`config.mk`:
```
export PLATFORM = sky130hd
export DESIGN_NAME = ram_rd_port
export DESIGN_NICKNAME = d
export VERILOG_FILES = /design/src/rtl/ram_rd_port.sv
export SDC_FILE = /design/constraint.sdc
export NUM_CORES = 1
export LEC_CHECK = 0
export BUFFER_PORTS_ARGS = -buffer_cell sky130_fd_sc_hd__buf_2
export CAP_MARGIN = 20
export CORE_ASPECT_RATIO = 2
export CORE_MARGIN = 5
export CORE_UTILIZATION = 45
export CTS_BUF_LIST = sky130_fd_sc_hd__clkbuf_16
export CTS_CLUSTER_SIZE = 24
export DETAILED_ROUTE_END_ITERATION = 6
export GPL_TIMING_DRIVEN = 0
export PLACE_DENSITY = 0.69
export SLEW_MARGIN = 10
export SYNTH_ARGS = -nofsm -noshare
export SYNTH_HDL_FRONTEND = slang
export SYNTH_SLANG_ARGS = --single-unit
```
`constraint.sdc`:
```
create_clock -name i_clk -period 3.35 [get_ports i_clk]
set_clock_uncertainty 0.2 [all_clocks]
set_input_delay 0.8375 -clock i_clk [delete_from_list [all_inputs] [get_ports i_clk]]
set_output_delay 0.8375 -clock i_clk [all_outputs]
set_load 0.01 [all_outputs]
```
`src/rtl/ram_rd_port.sv`:
```
// Register-file RAM with a valid/ready read port and a two-deep response buffer.
// Build option RAM_RD_SIGN_EXT_EN: sign-extend o_rd_data_ext (default zero-extend).
module ram_rd_port #(
   parameter int ADDR_WIDTH = 2,
   parameter int DATA_WIDTH = 8,
   parameter int EXT_WIDTH  = 32
) (
   input  logic                  i_clk,
   input  logic                  i_rst_n,
   input  logic                  i_wr_en,
   input  logic [ADDR_WIDTH-1:0] i_wr_addr,
   input  logic [DATA_WIDTH-1:0] i_wr_data,
   input  logic [ADDR_WIDTH-1:0] i_rd_addr,
   input  logic                  i_rd_addr_vld,
   output logic                  o_rd_addr_rd,
   output logic [DATA_WIDTH-1:0] o_rd_data,
   output logic [EXT_WIDTH-1:0]  o_rd_data_ext,
   output logic                  o_rd_data_vld,
   input  logic                  i_rd_data_rd,
   output logic [15:0]           o_rd_cnt
);

   localparam int DEPTH = 1 << ADDR_WIDTH;

   typedef enum logic [1:0] {EMPTY = 2'd0, ONE = 2'd1, FULL = 2'd2} occ_t;

   logic [DATA_WIDTH-1:0] r_mem [0:DEPTH-1];
   occ_t                  r_occ;
   logic [DATA_WIDTH-1:0] r_head;
   logic [DATA_WIDTH-1:0] r_tail;
   logic [15:0]           r_cnt;

   logic                  w_push;
   logic                  w_pop;
   logic [DATA_WIDTH-1:0] w_rdata;

   // Ready comes only from registered occupancy, so a pop in FULL cannot admit a push.
   assign o_rd_addr_rd  = i_rst_n && (r_occ != FULL);
   assign o_rd_data_vld = (r_occ != EMPTY);
   assign w_push        = i_rd_addr_vld && o_rd_addr_rd;
   assign w_pop         = o_rd_data_vld && i_rd_data_rd;
   assign w_rdata       = r_mem[i_rd_addr];

   assign o_rd_data = r_head;
   assign o_rd_cnt  = r_cnt;
`ifdef RAM_RD_SIGN_EXT_EN
   assign o_rd_data_ext = {{(EXT_WIDTH-DATA_WIDTH){r_head[DATA_WIDTH-1]}}, r_head};
`else
   assign o_rd_data_ext = {{(EXT_WIDTH-DATA_WIDTH){1'b0}}, r_head};
`endif

   // Memory is not cleared by reset; the read above sees the pre-edge word.
   always_ff @(posedge i_clk) begin
      if (i_rst_n && i_wr_en)
         r_mem[i_wr_addr] <= i_wr_data;
   end

   always_ff @(posedge i_clk) begin
      if (!i_rst_n) begin
         r_occ  <= EMPTY;
         r_head <= '0;
         r_tail <= '0;
         r_cnt  <= '0;
      end else begin
         if (w_pop)
            r_cnt <= r_cnt + 16'd1;
         case (r_occ)
            EMPTY: begin
               if (w_push) begin
                  r_head <= w_rdata;
                  r_occ  <= ONE;
               end
            end
            ONE: begin
               if (w_push && w_pop) begin
                  r_head <= w_rdata;
               end else if (w_push) begin
                  r_tail <= w_rdata;
                  r_occ  <= FULL;
               end else if (w_pop) begin
                  r_occ  <= EMPTY;
               end
            end
            FULL: begin
               if (w_pop) begin
                  r_head <= r_tail;
                  r_occ  <= ONE;
               end
            end
            default: r_occ <= EMPTY;
         endcase
      end
   end

endmodule

```
==> impl_metrics.py, run 1 <==
metrics = {
    "worst_setup_path": {
        "r2r_slack_ns": 1.56,
        "crit_chain": "buf_2 > clkdlybuf4s15_1 > clkbuf_1 > and2_1 > buf_2",
        "critical_path_arrival_ns": 2.07,
        "crit_path_end_kind": "primary output",
        "rr_endpoint": "o_rd_cnt[15]$_SDFFE_PN0P_",
        "r2r-start": "o_rd_cnt[2]$_SDFFE_PN0P_",
        "cp_num_buf_inv": 4,
        "required_ns": 2.31,
        "path_class": "input port to primary output",
        "cp_slowest_stage_delay_ns": 0.40,
        "crit_family": "buffers and inverters",
        "worst_path_max_delay_cell": "clkdlybuf4s15_1",
        "cp_num_cells": 5,
        "cp_max_fo": 10,
        "cp_common_cell": "buf_2",
        "cp-startpoint": "i_rst_n",
        "worstSetupEndpoint": "o_rd_addr_rd",
        "ff2ff_path_depth": 4,
        "cp-start-kind": "input port",
    },
    "global_routing": {
        "use_met3_pct": 3.95,
        "grt_use_total_pct": 15.2,
        "antenna_found_initial": 0,
        "met1_usage_pct": 14.6,
        "grt_pass1_wl_um": 9680,
        "grt_pass1_vias": 2014,
        "overflow": 0,
        "grtUsageMet2_pct": 27.5,
        "top_usage_layer": "met2",
        "grt_start_max_net_pins": 13,
    },
    "timing": {
        "hold_viol": 0,
        "tightest_slew_ns": 0.729,
        "max_clock_freq_ghz": 0.321,
        "fin_crit_sh_pct": 92.9,
        "fin_crit_ns": 3.11,
        "drv_slew": 0,
        "layout_setup_ws_ns": 0.238,
        "setup_viol": 0,
        "slew_headroom_pct": 51.2,
        "rsz0062_at_grt": "no",
        "fin_setup_tns_ns": 0,
    },
    "floorplan": {
        "die_x_um": 68.6,
        "coreArea_um2": 6670,
        "die_area_um2": 8710,
        "die_h_um": 127,
        "rows": 42,
        "io_pins": 75,
        "start_util_pct": 46.2,
    },
    "cells_and_area": {
        "fillers": 580,
        "drive_gt1_share_pct": 35.0,
        "antennaDiodeCount": 0,
        "multi_input_area_um2": 1200,
        "nNetsFinal": 356,
        "syn_to_final_growth_pct": 25.1,
        "regArea_um2": 1640,
    },
    "routing": {
        "drtPass1Iterations": 4,
        "drc": 0,
        "routedWlPerCell_um": 14.1,
        "drt_wl_total_um": 6060,
        "viasPerCell": 4.75,
        "vias": 2046,
        "postRouteAntennaNets": 0,
        "drt_iter0_drc": 80,
    },
    "clock_network": {
        "insertion_delay_ns": 0.33,
        "clkTransAtPathRegs_ns": 0.06,
        "cts.sinks": 66,
        "postCtsHoldBufs": 0,
        "numCtsBuffers": 9,
        "cts_root_buffer": "clkbuf_16",
        "clock_path_buffers": 2,
        "cts_resized": 0,
        "cts_max_level": 3,
        "tritoncts": "done",
        "postCtsSetupBuffers": 0,
    },
    "yosys": {
        "yosysWarnings": 0,
        "yosys.area.top_type_share_pct": 31.1,
        "synthTopCellsByArea": "edfxtp_1, dfxtp_1, buf_4",
        "synth_largest_area_cell": "edfxtp_1",
        "synth_seq_area_share_pct": 53.2,
        "syn_area_um2": 3090,
        "synth-seq-cells": 66,
        "postSynthAreaPerCell_um2": 12.1,
        "yosysUniqueCellTypes": 44,
        "syn_inst": 255,
    },
    "placement": {
        "pre_cts_ws_ns": 0.210,
        "place_congestion": 0.801,
        "portBuffers": 48,
        "dp_hpwl_um": 4560,
    },
    "job": {
        "drv_cap": 0,
    },
    "power": {
        "leakage_nw": 1.63,
        "ir_worst_vdd_mv": 0.584,
        "power_density_nw_per_um2": 535,
    },
    "run_status": {
        "status": "complete, no violations",
    },
    "worst_hold_path": {
        "hold_path.class": "register to register",
    },
}
## routing by layer
metal  part of all wire [%]  up-vias  routed length (um)
met5                      0        -                   0
met4                    2.6        0                 155
met3                    4.5       12                 274
met2                     59       51                3570
met1                     34      965                2060
li1                       -     1018                   -
## synthesized netlist by cell type (all sizes together)
library cell	n
buf	39
dfxtp	34
edfxtp	32
nand2	28
mux2i	13
and2	12
nor2b	10
o21ai	9
a31oi	8
mux4	8
xnor2	6
clkbuf	5
nand3	5
nor3b	5
nor3	4
nor4	4
xor2	4
a21oi	3
inv	3
nand2b	3
nand4	2
o211ai	2
a21boi	1
and2b	1
and3	1
and4	1
clkdlybuf4s15	1
conb	1
ha	1
nand3b	1
nand4b	1
nor4b	1
o2111a	1
o2111ai	1
o22ai	1
or2	1
or2b	1
or3	1
## worst reg2reg max path, stage by stage, from the launching register on
cell	delay [ns]
dfxtp_1	0.50
o211ai_4	0.17
nor4_4	0.39
nor3b_2	0.24
mux2i_1	0.22
## metrics by stage
step	power [W]	utilization, %	hold slack, ns	cell area (um2)	cells
3_3_place_gp	0.00109	52.8	0.253	3520	414
6_report	0.00207	57.8	0.268	3860	431
2_1_floorplan	0.00104	-	0.249	3170	278
5_1_grt	0.00215	57.8	0.301	3860	431
4_1_cts	0.00209	57.8	0.271	3860	431
3_5_place_dp	0.00110	53.0	0.262	3540	415
## final cells by class
type | count | area share, %
well taps | 88 | 2.85
multi-input cells | 164 | 31.1
clock inverters | 7 | 2.43
inverters | 3 | 0.292
plain buffers | 45 | 8.50
flip-flops and latches | 66 | 42.5
clock buffers | 9 | 5.84
repair buffers | 49 | 6.42
## flip-flops by register name (all words and copies together), names as in the netlist
register	count
r_tail	8
r_occ	2
o_rd_cnt	16
r_mem	32
o_rd_data	8
## cell families after synthesis
| family | count (synthesis) | synth area share, % |
|---|---|---|
| and+or+nand+nor | 82 | 15.8 |
| DFF | 66 | 53.2 |
| buffers and inverters | 48 | 11.0 |
| AOI/OAI and AO/OA | 26 | 6.61 |
| muxes | 21 | 10.1 |
| xor gates and xnor gates | 10 | 2.84 |
| adders and majority gates | 1 | 0.405 |
| other | 1 | 0.122 |
## cell usage in the layout, fill, tap and decap left out, drive strengths merged, types with 5 or more instances in the layout
cell / netlist / layout
buf: 39 / 88
nand3: 5 / 5
clkbuf: 5 / 14
mux4: 8 / 8
mux2i: 13 / 13
edfxtp: 32 / 32
nand2: 28 / 28
xnor2: 6 / 6
and2: 12 / 12
nor2b: 10 / 10
o21ai: 9 / 9
dfxtp: 34 / 34
nor3b: 5 / 5
conb: 1 / 24
a31oi: 8 / 8
## worst min path at each step
stage | start | end | cells after the start | slack [ns]
final | r_tail[4]$_SDFFE_PN0P_ | o_rd_data[4]$_SDFFE_PN0P_ | 2 | 0.27
after floorplan | r_tail[7]$_SDFFE_PN0P_ | o_rd_data[7]$_SDFFE_PN0P_ | 2 | 0.25
after global placement | o_rd_cnt[15]$_SDFFE_PN0P_ | o_rd_cnt[15]$_SDFFE_PN0P_ | 2 | 0.25
after detailed placement | o_rd_cnt[15]$_SDFFE_PN0P_ | o_rd_cnt[15]$_SDFFE_PN0P_ | 2 | 0.26
after global routing | r_tail[4]$_SDFFE_PN0P_ | o_rd_data[4]$_SDFFE_PN0P_ | 2 | 0.30
after CTS | r_tail[4]$_SDFFE_PN0P_ | o_rd_data[4]$_SDFFE_PN0P_ | 2 | 0.27
## report_power, final
part | internal (W) | switching (W)
Sequential | 0.000873 | 0.0000153
Combinational | 0.0000932 | 0.0000969
Clock | 0.000649 | 0.000338
Power figures use the tool's default switching activity.
==> run 2: changes to the inputs <==
Settings changed: PLACE_DENSITY 0.69 to 0.72.
Clock period 3.35 ns to 2.65 ns, I/O delays scaled along.
==> run 2 against run 1 <==
Clock power grew 28%. Setup slack worse by 0.097 ns. Register-to-register slack lost 0.69 ns. Combinational power rose by 27%. Total power is 27% higher. Critical endpoint unchanged. Worst hold slack improved by 0.0021 ns.
==> impl_metrics.py, run 2 (synthesized netlist as in run 1, its figures left out) <==
metrics = {
    "power": {
        "intPower_w": 0.00204,
        "power_density_nw_per_um2": 680,
        "p_clk_share_pct": 47.9,
        "seq_power_share_pct": 42.9,
        "comb_power_share_pct": 9.2,
        "sw_frac_of_total_pct": 22.0,
        "ir_worst_vdd_mv": 0.662,
        "leakage_nw": 1.63,
        "power.switching_w": 0.000577,
    },
    "clock_network": {
        "cts.sinks": 66,
        "insertion_delay_ns": 0.33,
        "postCtsSetupBuffers": 0,
        "tritoncts": "done",
        "cts_max_level": 3,
        "cts_root_buffer": "clkbuf_16",
        "numCtsBuffers": 9,
        "clock_path_buffers": 2,
        "clkTransAtPathRegs_ns": 0.06,
    },
    "routing": {
        "viasPerCell": 4.69,
        "postRouteAntennaNets": 0,
        "drc": 0,
        "drt_wl_total_um": 6140,
        "drt_iter0_drc": 36,
        "routedWlPerCell_um": 14.3,
        "vias": 2015,
        "drtPass1Iterations": 4,
    },
    "worst_hold_path": {
        "hold_path.class": "register to register",
        "min_from": "r_tail[7]$_SDFFE_PN0P_",
    },
    "global_routing": {
        "met1_usage_pct": 13.2,
        "grt_pass1_wl_um": 9630,
        "use_met3_pct": 4.83,
        "grt_start_max_net_pins": 17,
        "grtUsageMet2_pct": 29.5,
        "grt_use_total_pct": 15.4,
        "overflow": 0,
        "top_usage_layer": "met2",
        "grt_pass1_vias": 2030,
        "antenna_found_initial": 0,
    },
    "placement": {
        "dp_hpwl_um": 4760,
        "place_congestion": 0.751,
        "post-place-cells": 416,
        "portBuffers": 48,
        "place_area_um2": 3540,
    },
    "timing": {
        "hold_viol": 0,
        "tightest_slew_ns": 0.758,
        "fin_crit_sh_pct": 94.7,
        "setup_viol": 0,
        "fin_crit_ns": 2.51,
        "fin_setup_tns_ns": 0,
        "rsz0062_at_grt": "no",
        "max_clock_freq_ghz": 0.399,
        "drv_slew": 0,
        "slew_headroom_pct": 49.4,
    },
    "cells_and_area": {
        "largest_reg_flops": 32,
        "fillers": 563,
        "multi_input_area_um2": 1200,
        "drive_gt1_share_pct": 35.7,
        "mostFrequentLayoutCell": "buf_2",
        "final_cell_area_um2": 3850,
        "largest-register": "r_mem",
        "mostFrequentLayoutCells": "buf_2, buf_4, dfxtp_1",
        "nNetsFinal": 355,
        "stdcell_count": 430,
        "antennaDiodeCount": 0,
        "syn_to_final_growth_pct": 24.7,
        "regArea_um2": 1640,
    },
    "worst_setup_path": {
        "crit_chain": "buf_4 > or2b_1 > and2_1 > buf_2",
        "crit_path_end_kind": "primary output",
        "path_class": "register to primary output",
        "r2r-start": "o_rd_cnt[0]$_SDFFE_PN0P_",
        "critical_path_arrival_ns": 1.65,
        "cp_max_fo": 10,
        "cp_num_buf_inv": 2,
        "cp-start-kind": "register",
        "worst_path_max_delay_cell": "dfxtp_1",
        "crit_family": "simple AND/OR/NAND/NOR gates",
        "cp_slowest_stage_delay_ns": 0.39,
        "cp-startpoint": "r_occ[1]$_SDFFE_PN0P_",
        "required_ns": 1.79,
    },
    "floorplan": {
        "rows": 42,
        "coreArea_um2": 6670,
        "io_pins": 75,
        "die_x_um": 68.6,
        "start_util_pct": 46.2,
        "die_h_um": 127,
        "die_area_um2": 8710,
    },
    "job": {
        "drv_cap": 0,
    },
    "run_status": {
        "status": "complete, no violations",
    },
}
-- run 2: per-layer routing --
metal,up-vias,wire [um]
met5,-,0
met4,0,126
met3,11,272
met2,48,3790
met1,940,1960
li1,1016,-
-- run 2: worst paths after layout --
check	to	slack, ns	depth (start not counted)
worst max register to register	o_rd_cnt[12]$_SDFFE_PN0P_	0.87	5
worst min register to register	o_rd_data[7]$_SDFFE_PN0P_	0.27	2
worst min-delay path	o_rd_data[7]$_SDFFE_PN0P_	0.27	2
worst max-delay path	o_rd_addr_rd	0.14	4
-- run 2: tightest hold or removal path: cells and delay by family (launching register included) --
family / cells / cell delay (ns)
DFF: 1 / 0.31
and+or+nand+nor: 1 / 0.05
AOI/OAI and AO/OA: 1 / 0.07
-- run 2: repair_timing --
item,in CTS,in global routing
pin swaps,0,0
hold buffers,0,0
gates resized for setup,1,0
hold endpoints to repair,0,0
setup endpoints to repair,1,1
-- run 2: layout make-up --
cell class                 count  area share, %
sequential                    66           42.7
multi-input combinational    164           31.1
buffer                        43           8.19
timing repair buffer          50           6.63
clock buffer                   9           5.85
tap                           88           2.86
clock inverter                 7           2.44
inverter                       3          0.293
-- run 2: per-stage QoR --
| stage | setup slack (ns) | power [W] | hold slack [ns] | utilization, % |
|---|---|---|---|---|
| 6_report | 0.141 | 0.00262 | 0.270 | 57.7 |
| 5_1_grt | 0.0445 | 0.00272 | 0.300 | 57.7 |
| 4_1_cts | 0.0262 | 0.00264 | 0.270 | 57.7 |
| 3_5_place_dp | -0.210 | 0.00139 | 0.265 | 53.1 |
| 3_3_place_gp | -0.452 | 0.00138 | 0.251 | 52.8 |
| 2_1_floorplan | 0.328 | 0.00131 | 0.249 | - |
-- run 2: power by group through the flow --
stage	Combinational (W)	Clock [W]	Sequential (W)
floorplan	0.000163	0	0.00115
global placement	0.000235	0	0.00114
detailed placement	0.000242	0	0.00114
CTS	0.000242	0.00128	0.00112
global route	0.000264	0.00133	0.00113
finish	0.000241	0.00126	0.00112
